File: src/rtl/bp_table_scheduler_pkg.sv
// Shared types and helpers for the pattern-history table scheduler:
// FSM encoding, prediction source select, update record layout, saturating step.
package bp_table_scheduler_pkg;

   typedef enum logic [1:0] {
      ST_CLEAR,
      ST_IDLE,
      ST_UPD_RD,
      ST_UPD_WR
   } sched_state_t;

   typedef enum logic [1:0] {
      PRED_ZERO,
      PRED_TABLE,
      PRED_BYPASS
   } pred_src_t;

   // Update record is packed as {index, taken}; taken occupies the LSB.
   localparam int unsigned UPD_TAKEN_BIT = 0;

   function automatic int unsigned upd_rec_width(input int unsigned index_width);
      return index_width + 1;
   endfunction

   function automatic logic [31:0] sat_step(input logic [31:0] cnt,
                                            input logic taken,
                                            input int unsigned width);
      logic [31:0] max_val;
      max_val = (32'd1 << width) - 32'd1;
      if (taken)
         return (cnt >= max_val) ? max_val : cnt + 32'd1;
      else
         return (cnt == 32'd0) ? 32'd0 : cnt - 32'd1;
   endfunction

endpackage

File: src/rtl/bp_table_scheduler_upd_fifo.sv
// Synchronous update FIFO with flush; extra pointer MSB separates full from empty.
module bp_upd_fifo #(
   parameter int unsigned WIDTH      = 7,
   parameter int unsigned ADDR_WIDTH = 2
) (
   input  logic             clk,
   input  logic             rst,
   input  logic             flush,
   input  logic             push,
   input  logic [WIDTH-1:0] push_data,
   input  logic             pop,
   output logic [WIDTH-1:0] head,
   output logic             full,
   output logic             empty
);

   localparam int unsigned DEPTH = 2 ** ADDR_WIDTH;

   logic [WIDTH-1:0]    mem [DEPTH];
   logic [ADDR_WIDTH:0] wr_ptr;
   logic [ADDR_WIDTH:0] rd_ptr;
   logic                do_push;
   logic                do_pop;

   assign empty   = (wr_ptr == rd_ptr);
   assign full    = (wr_ptr[ADDR_WIDTH] != rd_ptr[ADDR_WIDTH]) &&
                    (wr_ptr[ADDR_WIDTH-1:0] == rd_ptr[ADDR_WIDTH-1:0]);
   assign do_pop  = pop && !empty;
   // A pop frees the head slot in the same cycle, so a full FIFO may still accept.
   assign do_push = push && (!full || do_pop);
   assign head    = mem[rd_ptr[ADDR_WIDTH-1:0]];

   always_ff @(posedge clk) begin
      if (rst || flush) begin
         wr_ptr <= '0;
         rd_ptr <= '0;
      end else begin
         if (do_push) wr_ptr <= wr_ptr + 1'b1;
         if (do_pop)  rd_ptr <= rd_ptr + 1'b1;
      end
   end

   always_ff @(posedge clk) begin
      if (do_push) mem[wr_ptr[ADDR_WIDTH-1:0]] <= push_data;
   end

endmodule

File: src/rtl/bp_table_scheduler.sv
// Pattern-history table port scheduler: lookups, buffered RMW updates, table clears.
// Optional BP_UPD_BYPASS_EN forwards a pending RMW value to a same-index lookup.
module bp_table_scheduler
   import bp_table_scheduler_pkg::*;
#(
   parameter int unsigned INDEX_WIDTH     = 6,
   parameter int unsigned COUNTER_WIDTH   = 2,
   parameter int unsigned COUNTER_INIT    = 0,
   parameter int unsigned FIFO_ADDR_WIDTH = 2,
   parameter int unsigned STARVE_LIMIT    = 4
) (
   input  logic                     clk,
   input  logic                     rst,
   input  logic                     lookup_en,
   input  logic [INDEX_WIDTH-1:0]   lookup_index,
   output logic                     lookup_ready,
   output logic                     pred_valid,
   output logic                     pred_taken,
   output logic [COUNTER_WIDTH-1:0] pred_count,
   input  logic                     upd_valid,
   input  logic [INDEX_WIDTH-1:0]   upd_index,
   input  logic                     upd_taken,
   output logic                     upd_ready,
   input  logic                     clear_req,
   output logic                     busy,
   output logic                     tbl_en,
   output logic                     tbl_we,
   output logic [INDEX_WIDTH-1:0]   tbl_addr,
   output logic [COUNTER_WIDTH-1:0] tbl_wdata,
   input  logic [COUNTER_WIDTH-1:0] tbl_rdata
);

   localparam int unsigned REC_W    = upd_rec_width(INDEX_WIDTH);
   localparam int unsigned STARVE_W = $clog2(STARVE_LIMIT + 1);
   localparam logic [COUNTER_WIDTH-1:0] INIT_VAL = COUNTER_WIDTH'(COUNTER_INIT);

   sched_state_t               state;
   pred_src_t                  pred_src;
   logic [INDEX_WIDTH-1:0]     clr_ptr;
   logic [INDEX_WIDTH-1:0]     rmw_index;
   logic                       rmw_taken;
   logic                       rd_fresh;
   logic [COUNTER_WIDTH-1:0]   new_val_q;
   logic [COUNTER_WIDTH-1:0]   new_val;
   logic [COUNTER_WIDTH-1:0]   bypass_q;
   logic [STARVE_W-1:0]        starve;
   logic                       pred_valid_q;
   logic                       starved;
   logic                       lookup_acc;
   logic                       fifo_push;
   logic                       fifo_pop;
   logic                       fifo_full;
   logic                       fifo_empty;
   logic [REC_W-1:0]           fifo_head;
   logic [INDEX_WIDTH-1:0]     head_index;
   logic                       head_taken;

   bp_upd_fifo #(
      .WIDTH      (REC_W),
      .ADDR_WIDTH (FIFO_ADDR_WIDTH)
   ) u_upd_fifo (
      .clk       (clk),
      .rst       (rst),
      .flush     (clear_req),
      .push      (fifo_push),
      .push_data ({upd_index, upd_taken}),
      .pop       (fifo_pop),
      .head      (fifo_head),
      .full      (fifo_full),
      .empty     (fifo_empty)
   );

   assign head_index = fifo_head[REC_W-1 -: INDEX_WIDTH];
   assign head_taken = fifo_head[UPD_TAKEN_BIT];

   assign starved      = ((state == ST_UPD_RD) || (state == ST_UPD_WR)) &&
                         (starve == STARVE_W'(STARVE_LIMIT));
   assign lookup_ready = !rst && !starved;
   assign lookup_acc   = lookup_en && lookup_ready;
   assign upd_ready    = !rst && !fifo_full && (state != ST_CLEAR);
   assign fifo_push    = upd_valid && upd_ready;
   assign fifo_pop     = !rst && !clear_req && !fifo_empty &&
                         ((state == ST_IDLE) || ((state == ST_UPD_WR) && !lookup_acc));

   // Read data is only valid in the first UPD_WR cycle; later cycles use the latched copy.
   assign new_val = rd_fresh ?
                    COUNTER_WIDTH'(sat_step(32'(tbl_rdata), rmw_taken, COUNTER_WIDTH)) :
                    new_val_q;

   assign busy       = (state == ST_CLEAR);
   assign pred_valid = pred_valid_q;
   assign pred_taken = pred_count[COUNTER_WIDTH-1];

   always_comb begin
      pred_count = '0;
      case (pred_src)
         PRED_TABLE:  pred_count = tbl_rdata;
         PRED_BYPASS: pred_count = bypass_q;
         default:     pred_count = '0;
      endcase
   end

   always_comb begin
      tbl_en    = 1'b0;
      tbl_we    = 1'b0;
      tbl_addr  = '0;
      tbl_wdata = '0;
      if (!rst) begin
         if (state == ST_CLEAR) begin
            tbl_en    = 1'b1;
            tbl_we    = 1'b1;
            tbl_addr  = clr_ptr;
            tbl_wdata = INIT_VAL;
         end else if (lookup_acc) begin
            tbl_en   = 1'b1;
            tbl_addr = lookup_index;
         end else if (!clear_req) begin
            if (state == ST_UPD_RD) begin
               tbl_en   = 1'b1;
               tbl_addr = rmw_index;
            end else if (state == ST_UPD_WR) begin
               tbl_en    = 1'b1;
               tbl_we    = 1'b1;
               tbl_addr  = rmw_index;
               tbl_wdata = new_val;
            end
         end
      end
   end

   always_ff @(posedge clk) begin
      if (rst) begin
         state        <= ST_CLEAR;
         clr_ptr      <= '0;
         starve       <= '0;
         rd_fresh     <= 1'b0;
         rmw_index    <= '0;
         rmw_taken    <= 1'b0;
         new_val_q    <= '0;
         bypass_q     <= '0;
         pred_valid_q <= 1'b0;
         pred_src     <= PRED_ZERO;
      end else begin
         pred_valid_q <= lookup_acc;
         pred_src     <= (lookup_acc && (state != ST_CLEAR)) ? PRED_TABLE : PRED_ZERO;
`ifdef BP_UPD_BYPASS_EN
         if (lookup_acc && (state == ST_UPD_WR) && (lookup_index == rmw_index)) begin
            pred_src <= PRED_BYPASS;
            bypass_q <= new_val;
         end
`endif
         rd_fresh <= 1'b0;
         if (clear_req) begin
            state   <= ST_CLEAR;
            clr_ptr <= '0;
            starve  <= '0;
         end else begin
            case (state)
               ST_CLEAR: begin
                  clr_ptr <= clr_ptr + 1'b1;
                  if (clr_ptr == '1) state <= ST_IDLE;
               end
               ST_IDLE: begin
                  if (!fifo_empty) begin
                     rmw_index <= head_index;
                     rmw_taken <= head_taken;
                     state     <= ST_UPD_RD;
                  end
               end
               ST_UPD_RD: begin
                  if (lookup_acc) begin
                     starve <= starve + 1'b1;
                  end else begin
                     starve   <= '0;
                     rd_fresh <= 1'b1;
                     state    <= ST_UPD_WR;
                  end
               end
               ST_UPD_WR: begin
                  if (rd_fresh) new_val_q <= new_val;
                  if (lookup_acc) begin
                     starve <= starve + 1'b1;
                  end else begin
                     starve <= '0;
                     if (!fifo_empty) begin
                        rmw_index <= head_index;
                        rmw_taken <= head_taken;
                        state     <= ST_UPD_RD;
                     end else begin
                        state <= ST_IDLE;
                     end
                  end
               end
               default: state <= ST_CLEAR;
            endcase
         end
      end
   end

endmodule
File: config.mk
export PLATFORM = sky130hd
export DESIGN_NAME = bp_table_scheduler
export DESIGN_NICKNAME = d
export VERILOG_FILES = /design/src/rtl/bp_table_scheduler_pkg.sv /design/src/rtl/bp_table_scheduler_upd_fifo.sv /design/src/rtl/bp_table_scheduler.sv
export SDC_FILE = /design/constraint.sdc
export NUM_CORES = 1
export LEC_CHECK = 0
export CAP_MARGIN = 20
export CORE_ASPECT_RATIO = 1.5
export CORE_MARGIN = 4
export CORE_UTILIZATION = 30
export CTS_CLUSTER_SIZE = 25
export DETAILED_ROUTE_END_ITERATION = 10
export PLACE_DENSITY = 0.46
export SYNTH_ARGS = -nofsm -noshare
export SYNTH_HDL_FRONTEND = slang
export SYNTH_SLANG_ARGS = --single-unit
File: constraint.sdc
create_clock -name clk -period 2.05 [get_ports clk]
set_clock_uncertainty 0.05 [all_clocks]
set_input_delay 0.41 -clock clk [delete_from_list [all_inputs] [get_ports clk]]
set_output_delay 0.41 -clock clk [all_outputs]
set_load 0.05 [all_outputs]
==> metrics.md, run 1 <==
| Metric | Value |
|---|---|
| Seq pwr share | between 40% and 50% |
| Crit path required time | 1.59 ns |
| Clk root buf | clkbuf_16 |
| Post-Synthesis Net Count | 264 |
| Rel. slew slack | 56.8% |
| Period utilization | 107% |
| Mean Syn Cell Area | around 11 um2 |
| Synth top area share | 31.4% |
| H-tree Lvls | 3 |
| Final Util | 47.8% |
| Routed Antenna Nets | 0 |
| Power Dens Cells | 692 mW/mm2 |
| Measured slew at the worst slew-check pin | between 0.6 and 0.7 ns |
| Core area | 0.00878 mm2 |
| Remaining global-route overflow | 0 |
| Area Overhead vs Synth | 56.6% |
| Die H | 124 um |
| Combinational power share | 5.9% |
| Cell Area, Synth | 0.00268 mm2 |
| Number of global-route vias before repair | about 2,200 |
| Hold Vio Cnt, Final | 0 |
| Most numerous cell in the Yosys netlist | dfxtp_1 |
| Num Clock Sinks | approximately 60 |
| Status | finished, violations left |
| CTS Buf Count | 9 |
| Worst Hold Depth | 2 |
| Longest Clk Path Bufs | 2 |
| First-pass GRT wire length | 10.8 mm |
| Std cell rows | 42 |
| Initial Util | 30.5% |
| Chip width | 85.2 um |
| Final wirelength | 6.41 mm |
| Synth cell count leaders | dfxtp_1, edfxtp_1, a21oi_1, nand2_1, nor2_1 |
| GRT Total Usage | 13.5% |
| Worst Hold Class | reg -> reg |
| Clock Power Share | approximately 51% |
| Worst r2r src | starve[0]$_SDFFE_PP0P_ |
| GPL Wtd Cong | 0.744 |
| Share of post-route cells with drive strength above 1 | 38.9% |
| Net Sw Power | roughly 0.64 mW |
| Via count | a little over 2,000 |
| Clk_lat worst skew | 0.33 ns |
| DIE AREA | around 0.011 mm2 |
| Reg-to-reg slack, setup | 0.19 ns |
| Synth area leader | edfxtp_1 |
| Unrepaired setup endpoints after global routing | yes |
| I/O pins | 37 |
| Clk slew on worst S/H paths | 0.05 ns |
| Leakage | 1.44 nW |
| Final Worst Setup Slack | -0.146 ns |
| Hold Startpoint | new_val_q[1]$_SDFFE_PP0P_ |
| Pre-CTS setup slack | -0.437 ns |
| Sequential share of the synthesized area | 54.6% |
| Crit. End Element | output pin |
| P_int | 2.27 mW |
| Dpl hpwl | 4.77 mm |
| Finished Cell Area | ~0.0042 mm2 |
| Largest net degree at the start of global routing | 13 |
| FILL cells | 791 |
| Prevailing post-synth register cell | dfxtp_1 |
| Fmax | 455 MHz |
| End of the worst hold path | new_val_q[1]$_SDFFE_PP0P_ |
| Max-cap violations | 0 |
| Post-synth EDFFs | 28 |
| Startpoint Class | flop |
| Reg2reg path depth | 9 |
| Final nets | 334 |
| CTS tree | done |
| Critical path data arrival time | 1.74 ns |
| Vias per cell | 4.80 |
| Ys async rst share | 0% |
| Wire length per cell | 15.2 um |
| Number of port buffers | 36 |
| DRC viols | 0 |
| Min cycle time layout | about 2.2 ns |
| Yosys Warn Count | 0 |
| Violated checks | negative setup slack |
| Final setup violation count | 9 |
| Seq cells post-synth | between 50 and 60 |
| # diodes | 0 |
| Pre-antenna DRT Iters | 4 |
| Critical path class | reg -> out |
| Sw Share | 21.9% |
| Post-DP Area | 0.00362 mm2 |
| First DRT Iteration DRCs | 77 |
| Top post-synthesis cells by area | edfxtp_1, dfxtp_1, mux4_2 |
| Max Slew Vio Count | 0 |
| Antenna violations before repair | 0 |
| Post-Synthesis Cells | about 240 |
| Crit path max fanout | 4 |
| Synth cell types | 47 |
| Setup crit start | starve[0]$_SDFFE_PP0P_ |
| VDD IR max | approximately 0.43 mV |
layout make-up:
| cell class | instances | area (um2) | area share, % |
|---|---|---|---|
| timing repair buffer | 72 | 826 | 19.7 |
| clock buffer | 9 | 225 | 5.37 |
| inverter | 11 | 43.8 | 1.04 |
| multi-input combinational | 153 | 1420 | 33.9 |
| clock inverter | 7 | 76.3 | 1.82 |
| sequential | 59 | 1470 | 34.9 |
| tap | 110 | 138 | 3.28 |
critical path, cell delays in order, from the launching register on:
cell and delay, ns:
dfxtp_2 0.32, inv_2 0.07, ha_4 0.17, nand2_4 0.06
a21oi_4 0.15, buf_6 0.14, buf_6 0.11, a32oi_4 0.06
a21oi_4 0.17, buf_12 0.15
power groups by stage:
stage / combinational (mW) / clock [mW] / sequential, mW
floorplan: 0.0554 / 0 / 1.27
global placement: 0.160 / 0 / 1.26
detailed placement: 0.161 / 0 / 1.26
CTS: 0.172 / 1.52 / 1.24
global route: 0.184 / 1.57 / 1.24
finish: 0.172 / 1.49 / 1.24
how the worst max path moves through the flow:
stage / to / slack, ns / depth (start not counted)
after detailed placement: tbl_addr[0] / -0.44 / 7
after CTS: tbl_wdata[0] / -0.20 / 9
after floorplan: tbl_wdata[0] / -0.11 / 6
final: tbl_addr[2] / -0.15 / 9
after global placement: tbl_addr[0] / -0.44 / 7
after global routing: tbl_addr[2] / -0.22 / 9
sequential cells by signal (all words and copies together) (netlist names), named ones only:
signal             count
u_upd_fifo.wr_ptr      3
clr_ptr                6
rmw_taken              1
rd_fresh               1
u_upd_fifo.mem        28
starve                 3
pred_valid             1
u_upd_fifo.rd_ptr      3
pred_src               1
new_val_q              2
rmw_index              6
state                  2
layout by cell type (no fill, tap or decap), types with 5 or more instances in the layout:
cell             count
a32oi_4              5
buf_12              17
buf_4               28
buf_6                7
a21oi_1             16
edfxtp_1            28
nand3_1             12
nor2_1              15
a21oi_4              7
nand2_1             12
o21ai_0              9
xnor2_1              5
xor2_1               6
inv_1                7
clkdlybuf4s50_1     17
mux4_2               7
clkbuf_16            9
dfxtp_1             28
ha_1                 7
timing repair:
| action | 4_1_cts | 5_1_grt |
|---|---|---|
| pin swaps | 14 | 11 |
| resized for setup | 38 | 15 |
| endpoints found under the setup margin | 16 | 12 |
| hold buffers | 0 | 0 |
| setup buffers | 5 | 2 |
metal layers:
metal	share of wire (%)	vias up	GRT usage, %	wire, um
li1	-	1013	-	-
met1	37	963	13.4	2380
met2	58	36	25.5	3700
met3	3.6	8	3.31	228
met4	1.7	0	7.13	107
met5	0	-	0	0
metrics by stage:
step           setup TNS (ns)  hold WS (ns)  power (mW)  instances
2_1_floorplan          -0.351         0.379        1.32        236
4_1_cts                 -1.46         0.401        2.93        422
5_1_grt                 -1.77         0.418        2.99        421
6_report                -1.08         0.400        2.90        421
3_3_place_gp           -13.31         0.386        1.42        401
3_5_place_dp           -13.56         0.391        1.42        401
cell families (layout without fill, tap and decap cells):
| family | count (synthesis) | in the layout | synth area share [%] |
|---|---|---|---|
| AND/OR/NAND/NOR | 66 | 66 | 12.3 |
| flip-flops | 59 | 59 | 54.6 |
| AO/OA/AOI/OAI | 54 | 54 | 12.6 |
| buffers and inverters | 24 | 99 | 4.25 |
| XOR/XNOR | 12 | 12 | 4.20 |
| multiplexers | 12 | 12 | 7.94 |
| adder cells (fa/ha/maj) | 9 | 9 | 4.11 |
Note: power is estimated with default switching activity, not from simulation.
==> run 2: changes to the inputs <==
SYNTH_HIERARCHICAL = 1   (was not set)
==> run 2 against run 1 <==
The flow still finishes with violations (negative setup slack); global-route usage is 0.56 points lower; die area is 1.4% higher; worst setup slack worse by 0.061 ns; critical path type unchanged; highest routed layer unchanged; final cell count is 5.9% higher.
==> metrics.md, run 2 <==
| Metric | Value |
|---|---|
| Std cell rows | 42 (unchanged) |
| Antenna violations before repair | 0 (unchanged) |
| Clk slew on worst S/H paths | 0.05 ns (about the same) |
| Commonest cells after routing, fill and taps aside | buf_4, edfxtp_1, dfxtp_1 |
| # hold bufs at CTS | 0 (unchanged) |
| Hold Vio Cnt, Final | 0 (unchanged) |
| Routed Antenna Nets | 0 (unchanged) |
| Rel. slew slack | 65.7% (+9.0 points) |
| VDD IR max | 0.515 mV (+19%) |
| Mean Syn Cell Area | 11.7 um2 (+2.8%) |
| Yosys Warn Count | 6 (+6) |
| Max Slew Vio Count | 0 (unchanged) |
| # diodes | 0 (unchanged) |
| Power Dens Cells | 697 mW/mm2 (+0.69%) |
| Final Worst Setup Slack | -0.207 ns (-0.0605 ns) |
| GRT Total Usage | 12.9% (-0.56 points) |
| Synth area leader | edfxtp_1 |
| Post-Synthesis Net Count | 261 (-1.1%) |
| H-tree Lvls | 3 (unchanged) |
| Seq cells post-synth | 59 (unchanged) |
| I/O pins | 37 (unchanged) |
| CTS tree | done |
| Commonest non-fill, non-tap cell in the layout | buf_4 |
| First-pass GRT wire length | 10.7 mm (-1.3%) |
| Vias per cell | 4.74 (-1.2%) |
| GPL Wtd Cong | 0.786 (+5.7%) |
| Most numerous cell in the Yosys netlist | dfxtp_1 |
| Sequential share of the synthesized area | 53.8% (-0.80 points) |
| Leakage | 1.69 nW (+18%) |
| Number of port buffers | 36 (unchanged) |
| Synth top area share | 30.9% (-0.46 points) |
| Unrepaired setup endpoints after global routing | yes |
| Crit path required time | 1.59 ns (about the same) |
| Final nets | 359 (+7.5%) |
| Area Overhead vs Synth | 65.2% |
| Largest net degree at the start of global routing | 13 (unchanged) |
| Synth cell count leaders | dfxtp_1, edfxtp_1, nor2_1, nand2_1, mux2i_1 |
| Ys async rst share | 0% (unchanged) |
| Cell Area, Synth | 0.00272 mm2 (+1.5%) |
| Number of global-route vias before repair | 2,132 (-3.7%) |
| Chip width | 85.7 um (+0.68%) |
| Measured slew at the worst slew-check pin | 0.513 ns (-0.130 ns) |
| Hold WS | 0.454 ns (+0.0548 ns) |
| Worst Hold Class | reg -> reg |
| Final setup violation count | 10 (+1) |
| Final wirelength | 6.54 mm (+1.9%) |
| Pre-antenna DRT Iters | 4 (unchanged) |
| Critical path class | reg -> out |
| Synth cell types | 45 (-4.3%) |
| Post-synth EDFFs | 28 (unchanged) |
| Initial Util | 30.8% (+0.27 points) |
| Core area | 0.00883 mm2 (+0.60%) |
| Crit. End Element | output pin |
| Via count | 2,114 (+4.7%) |
| Critical path data arrival time | 1.80 ns (+0.06 ns) |
| Prevailing post-synth register cell | dfxtp_1 |
| Status | finished, violations left |
| Min cycle time layout | 2.26 ns (+0.0605 ns) |
| Violated checks | negative setup slack |
| DIE AREA | 0.0107 mm2 (+1.4%) |
| First DRT Iteration DRCs | 58 (-25%) |
| Die H | 125 um (+0.70%) |
| Clk_lat worst skew | 0.32 ns (about the same) |
| Period utilization | 110% (+3.0 points) |
| Longest Clk Path Bufs | 2 (unchanged) |
| Wire length per cell | 14.7 um (-3.8%) |
| Post-Synthesis Cells | 233 (-1.3%) |
| Share of post-route cells with drive strength above 1 | 47.3% (+8.4 points) |
| Max FFs per register | 28 (unchanged) |
| Final non-filler cell total | 446 (+5.9%) |
| Max-cap violations | 0 (unchanged) |
| Startpoint Class | flop |
| DRC viols | 0 (unchanged) |
| CTS Buf Count | 9 (unchanged) |
| Top post-synthesis cells by area | edfxtp_1, dfxtp_1, mux2i_1 |
| Dpl hpwl | 4.94 mm (+3.6%) |
| Fmax | 443 MHz (-2.7%) |
| Crit path max fanout | 3 (-1) |
| Num Clock Sinks | 59 (unchanged) |
| Remaining global-route overflow | 0 (unchanged) |
| Clk root buf | clkbuf_16 |
| Placed cell count | 420 (+4.7%) |
## run 2: final cells by class
cell class | instances | area (um2)
clock inverters | 7 | 124
flip-flops and latches | 59 | 1470
fillers | 794 | 4340
well taps | 110 | 138
clock buffers | 9 | 225
multi-input cells | 149 | 1470
inverters | 16 | 65.1
repair buffers | 96 | 1010
## run 2: timing repair
item | in CTS | in global routing
pin swaps | 13 | 16
setup buffers | 5 | 7
gates cloned | 0 | 0
endpoints found under the setup margin | 34 | 46
gates resized for setup | 32 | 32
hold endpoints to repair | 0 | 0
## run 2: worst max-delay path: stages, from the launching register on
cell      delay [ns]
dfxtp_2         0.32
inv_2           0.06
ha_4            0.14
and3_4          0.21
nand2b_4        0.13
inv_2           0.04
a221oi_2        0.23
buf_4           0.15
nor3_4          0.03
buf_6           0.15
## run 2: cell families (layout without fill, tap and decap cells)
group / count (synthesis) / after routing / share of synthesized area (%)
multiplexers: 24 / 24 / 12.1
buffers and inverters: 25 / 128 / 3.96
adder cells (fa/ha/maj): 10 / 10 / 4.42
XOR/XNOR: 9 / 9 / 2.90
AO/OA/AOI/OAI: 26 / 26 / 8.15
flip-flops: 59 / 59 / 53.8
AND/OR/NAND/NOR: 80 / 80 / 14.8
## run 2: path summary, 6_finish.rpt
check | slack [ns] | cells past startpoint | from | endpoint
max | -0.21 | 9 | starve[1]$_SDFFE_PP0P_ | tbl_addr[0]
min | 0.45 | 2 | rmw_index[0]$_SDFFE_PP0P_ | rmw_index[0]$_SDFFE_PP0P_
max reg2reg | 0.05 | 9 | u_upd_fifo/wr_ptr[0]$_SDFFE_PP0P_ | u_upd_fifo/mem[0][2]$_DFFE_PP_
min reg2reg | 0.45 | 2 | rmw_index[0]$_SDFFE_PP0P_ | rmw_index[0]$_SDFFE_PP0P_
## run 2: routing by layer
| metal | up-vias | track usage, % | wire length [um] | share of wire, % |
|---|---|---|---|---|
| li1 | 1048 | - | - | - |
| met1 | 1021 | 13.5 | 2470 | 38 |
| met2 | 36 | 24.0 | 3710 | 57 |
| met3 | 9 | 2.45 | 217 | 3.3 |
| met4 | 0 | 6.24 | 145 | 2.2 |
| met5 | - | 0 | 0 | 0 |
## run 2: where the power goes
group	internal (mW)	leakage [nW]	switching, mW
Sequential	1.24	0.505	0.00298
Combinational	0.0836	1.02	0.0784
Clock	1.19	0.166	0.535
Total	2.51	1.69	0.617
## run 2: per-stage QoR
stage	worst slack (ns)	area (um2)	TNS [ns]	util, %	power [mW]
floorplan	-0.267	2820	-7.04	-	1.31
global placement	-0.427	3800	-17.81	43.1	1.41
detailed placement	-0.421	3800	-17.75	43.1	1.41
CTS	-0.217	4300	-1.58	48.7	3.17
global route	-0.307	4490	-3.43	50.9	3.23
finish	-0.207	4490	-1.36	50.9	3.13
==> run 3: changes to the inputs <==
CORE_UTILIZATION = 54   (was 30)
PLACE_DENSITY = 0.76   (was 0.46)
clock period = 2.1 ns   (was 2.05 ns; I/O delays follow)
==> run 3 against run 2 <==
The run still ends with negative setup slack left; non-clock buffer count is 19 lower; critical path depth fell by 1; via count decreased by 2.8%; register-to-register slack better by 0.05 ns; total power is 24% lower; routed wire length fell by 7.4%; first-iteration DRC count grew 72%; die area fell by 41%; flip-flop and latch count did not move; critical path type unchanged; highest routed layer unchanged.
==> metrics.md, run 3 (same netlist as run 2, synthesis figures left out) <==
| Metric | Value |
|---|---|
| Setup crit start | starve[1]$_SDFFE_PP0P_ |
| Wire length per cell | 15.8 um (+7.8%) |
| FILL cells | 262 (-67%) |
| Max FFs per register | 28 (unchanged) |
| CTS tree | done |
| Power Dens Cells | 590 mW/mm2 (-15%) |
| Via count | 2,054 (-2.8%) |
| Fmax | approximately 440 MHz |
| Clk_lat worst skew | 0.33 ns (about the same) |
| Violated checks | negative setup slack |
| Startpoint Class | flop |
| H-tree Lvls | 3 (unchanged) |
| Final wirelength | 6.06 mm (-7.4%) |
| Crit. End Element | output pin |
| Period utilization | 108% |
| GPL Wtd Cong | 0.822 (+4.5%) |
| Critical path data arrival time | 1.80 ns (about the same) |
| Measured slew at the worst slew-check pin | 0.625 ns (+0.112 ns) |
| Clk slew on worst S/H paths | 0.07 ns (+0.02 ns) |
| CTS Buf Count | 9 (unchanged) |
| DRC viols | 0 (unchanged) |
| Share of post-route cells with drive strength above 1 | 40.1% (-7.3 points) |
| Core area | 0.00485 mm2 (-45%) |
| Num Clock Sinks | 59 (unchanged) |
| Worst r2r src | starve[1]$_SDFFE_PP0P_ |
| Status | finished, violations left |
| Commonest non-fill, non-tap cell in the layout | buf_4 |
| # hold bufs at CTS | 0 (unchanged) |
| Remaining global-route overflow | 0 (unchanged) |
| First DRT Iteration DRCs | 100 (+72%) |
| Worst Hold Class | reg -> reg |
| Number of port buffers | 36 (unchanged) |
| Unrepaired setup endpoints after global routing | yes |
| Final Worst Setup Slack | -0.167 ns (+0.0398 ns) |
| Final non-filler cell total | 383 (-14%) |
| VDD IR max | 0.672 mV (+30%) |
| First-pass GRT wire length | 10.2 mm (-4.3%) |
| Final Util | 83.0% (+32 points) |
| Rel. slew slack | 58.2% (-7.5 points) |
| I/O pins | 37 (unchanged) |
| Hold Startpoint | rmw_index[0]$_SDFFE_PP0P_ |
| Final nets | 340 (-5.3%) |
| GRT Total Usage | 21.9% (+9.0 points) |
| Placed cell count | 367 (-13%) |
| Largest net degree at the start of global routing | 16 (+3) |
| Max Slew Vio Count | 0 (unchanged) |
| Chip width | 65.9 um (-23%) |
| Commonest cells after routing, fill and taps aside | buf_4, edfxtp_1, dfxtp_1 |
| Max-cap violations | 0 (unchanged) |
| Setup TNS | -1.08 ns (+0.282 ns) |
| Clk root buf | clkbuf_8 |
| Crit path required time | 1.63 ns (+0.04 ns) |
| # diodes | 0 (unchanged) |
| Final setup violation count | 10 (unchanged) |
| Die H | 94.9 um (-24%) |
| Dpl hpwl | 4.49 mm (-9.2%) |
| Min cycle time layout | between 2 and 2.5 ns |
| Pre-antenna DRT Iters | 4 (unchanged) |
| Initial Util | 56.1% (+25 points) |
| Hold Vio Cnt, Final | 0 (unchanged) |
| Vias per cell | 5.36 (+13%) |
| Crit path max fanout | 3 (unchanged) |
| Leakage | 1.49 nW (-12%) |
| Std cell rows | 31 (-26%) |
| Number of global-route vias before repair | 2,201 (+3.2%) |
| Area Overhead vs Synth | 48.0% |
| Critical path class | reg -> out |
| Antenna violations before repair | 0 (unchanged) |
| Longest Clk Path Bufs | 2 (unchanged) |
| DIE AREA | 0.00626 mm2 (-41%) |
| Routed Antenna Nets | 0 (unchanged) |
| Total power | 2.37 mW (-24%) |
==> run 3: stage by stage <==
step	instance area, um2	worst slack [ns]	hold WS (ns)
after floorplan	2820	-0.217	0.402
after global placement	3680	-0.369	0.419
after detailed placement	3680	-0.410	0.431
after CTS	3990	-0.183	0.456
after global routing	4020	-0.257	0.464
final	4020	-0.167	0.453
==> run 3: final timing paths <==
path	end	slack [ns]	depth (start not counted)
setup reg to reg	u_upd_fifo/rd_ptr[2]$_SDFFE_PP0P_	0.10	10
hold / removal	rmw_index[0]$_SDFFE_PP0P_	0.45	2
hold reg to reg	rmw_index[0]$_SDFFE_PP0P_	0.45	2
setup / recovery	tbl_addr[0]	-0.17	8
==> run 3: critical path, cell delays in order, from the launching register on <==
cell	delay [ns]
dfxtp_2	0.33
inv_2	0.06
ha_4	0.15
and3_4	0.22
nand2b_4	0.15
inv_4	0.04
a221oi_4	0.29
nor3_4	0.07
buf_6	0.16
==> run 3: per-layer routing <==
layer  routed length, um  share of wire (%)  vias up  global-route usage, %
met5                   0                  0        -                      0
met4                  76                1.3        0                   8.14
met3                 198                3.3       10                   5.95
met2                3480                 57       41                   40.6
met1                2300                 38      996                   23.2
li1                    -                  -     1007                      -
==> run 3: cell type report <==
class	instances	area (um2)	share of cell area, %
repair buffers	77	842	20.9
flip-flops and latches	59	1470	36.5
clock buffers	9	124	3.08
inverters	16	70.1	1.74
clock inverters	7	77.6	1.93
multi-input cells	149	1360	33.8
well taps	66	82.6	2.05
==> run 3: what timing repair did <==
action                                  in CTS  in global routing
resized for setup                           36                  8
gates cloned                                 0                  0
buffers inserted                             1                  1
endpoints found under the setup margin      33                 35
pin swaps                                   10                  8
==> run 3: power by group <==
group / leakage (nW) / internal, mW / switching [mW]
logic: 0.887 / 0.0697 / 0.0739
clock network: 0.0998 / 0.555 / 0.468
registers: 0.505 / 1.20 / 0.00278
total: 1.49 / 1.83 / 0.544
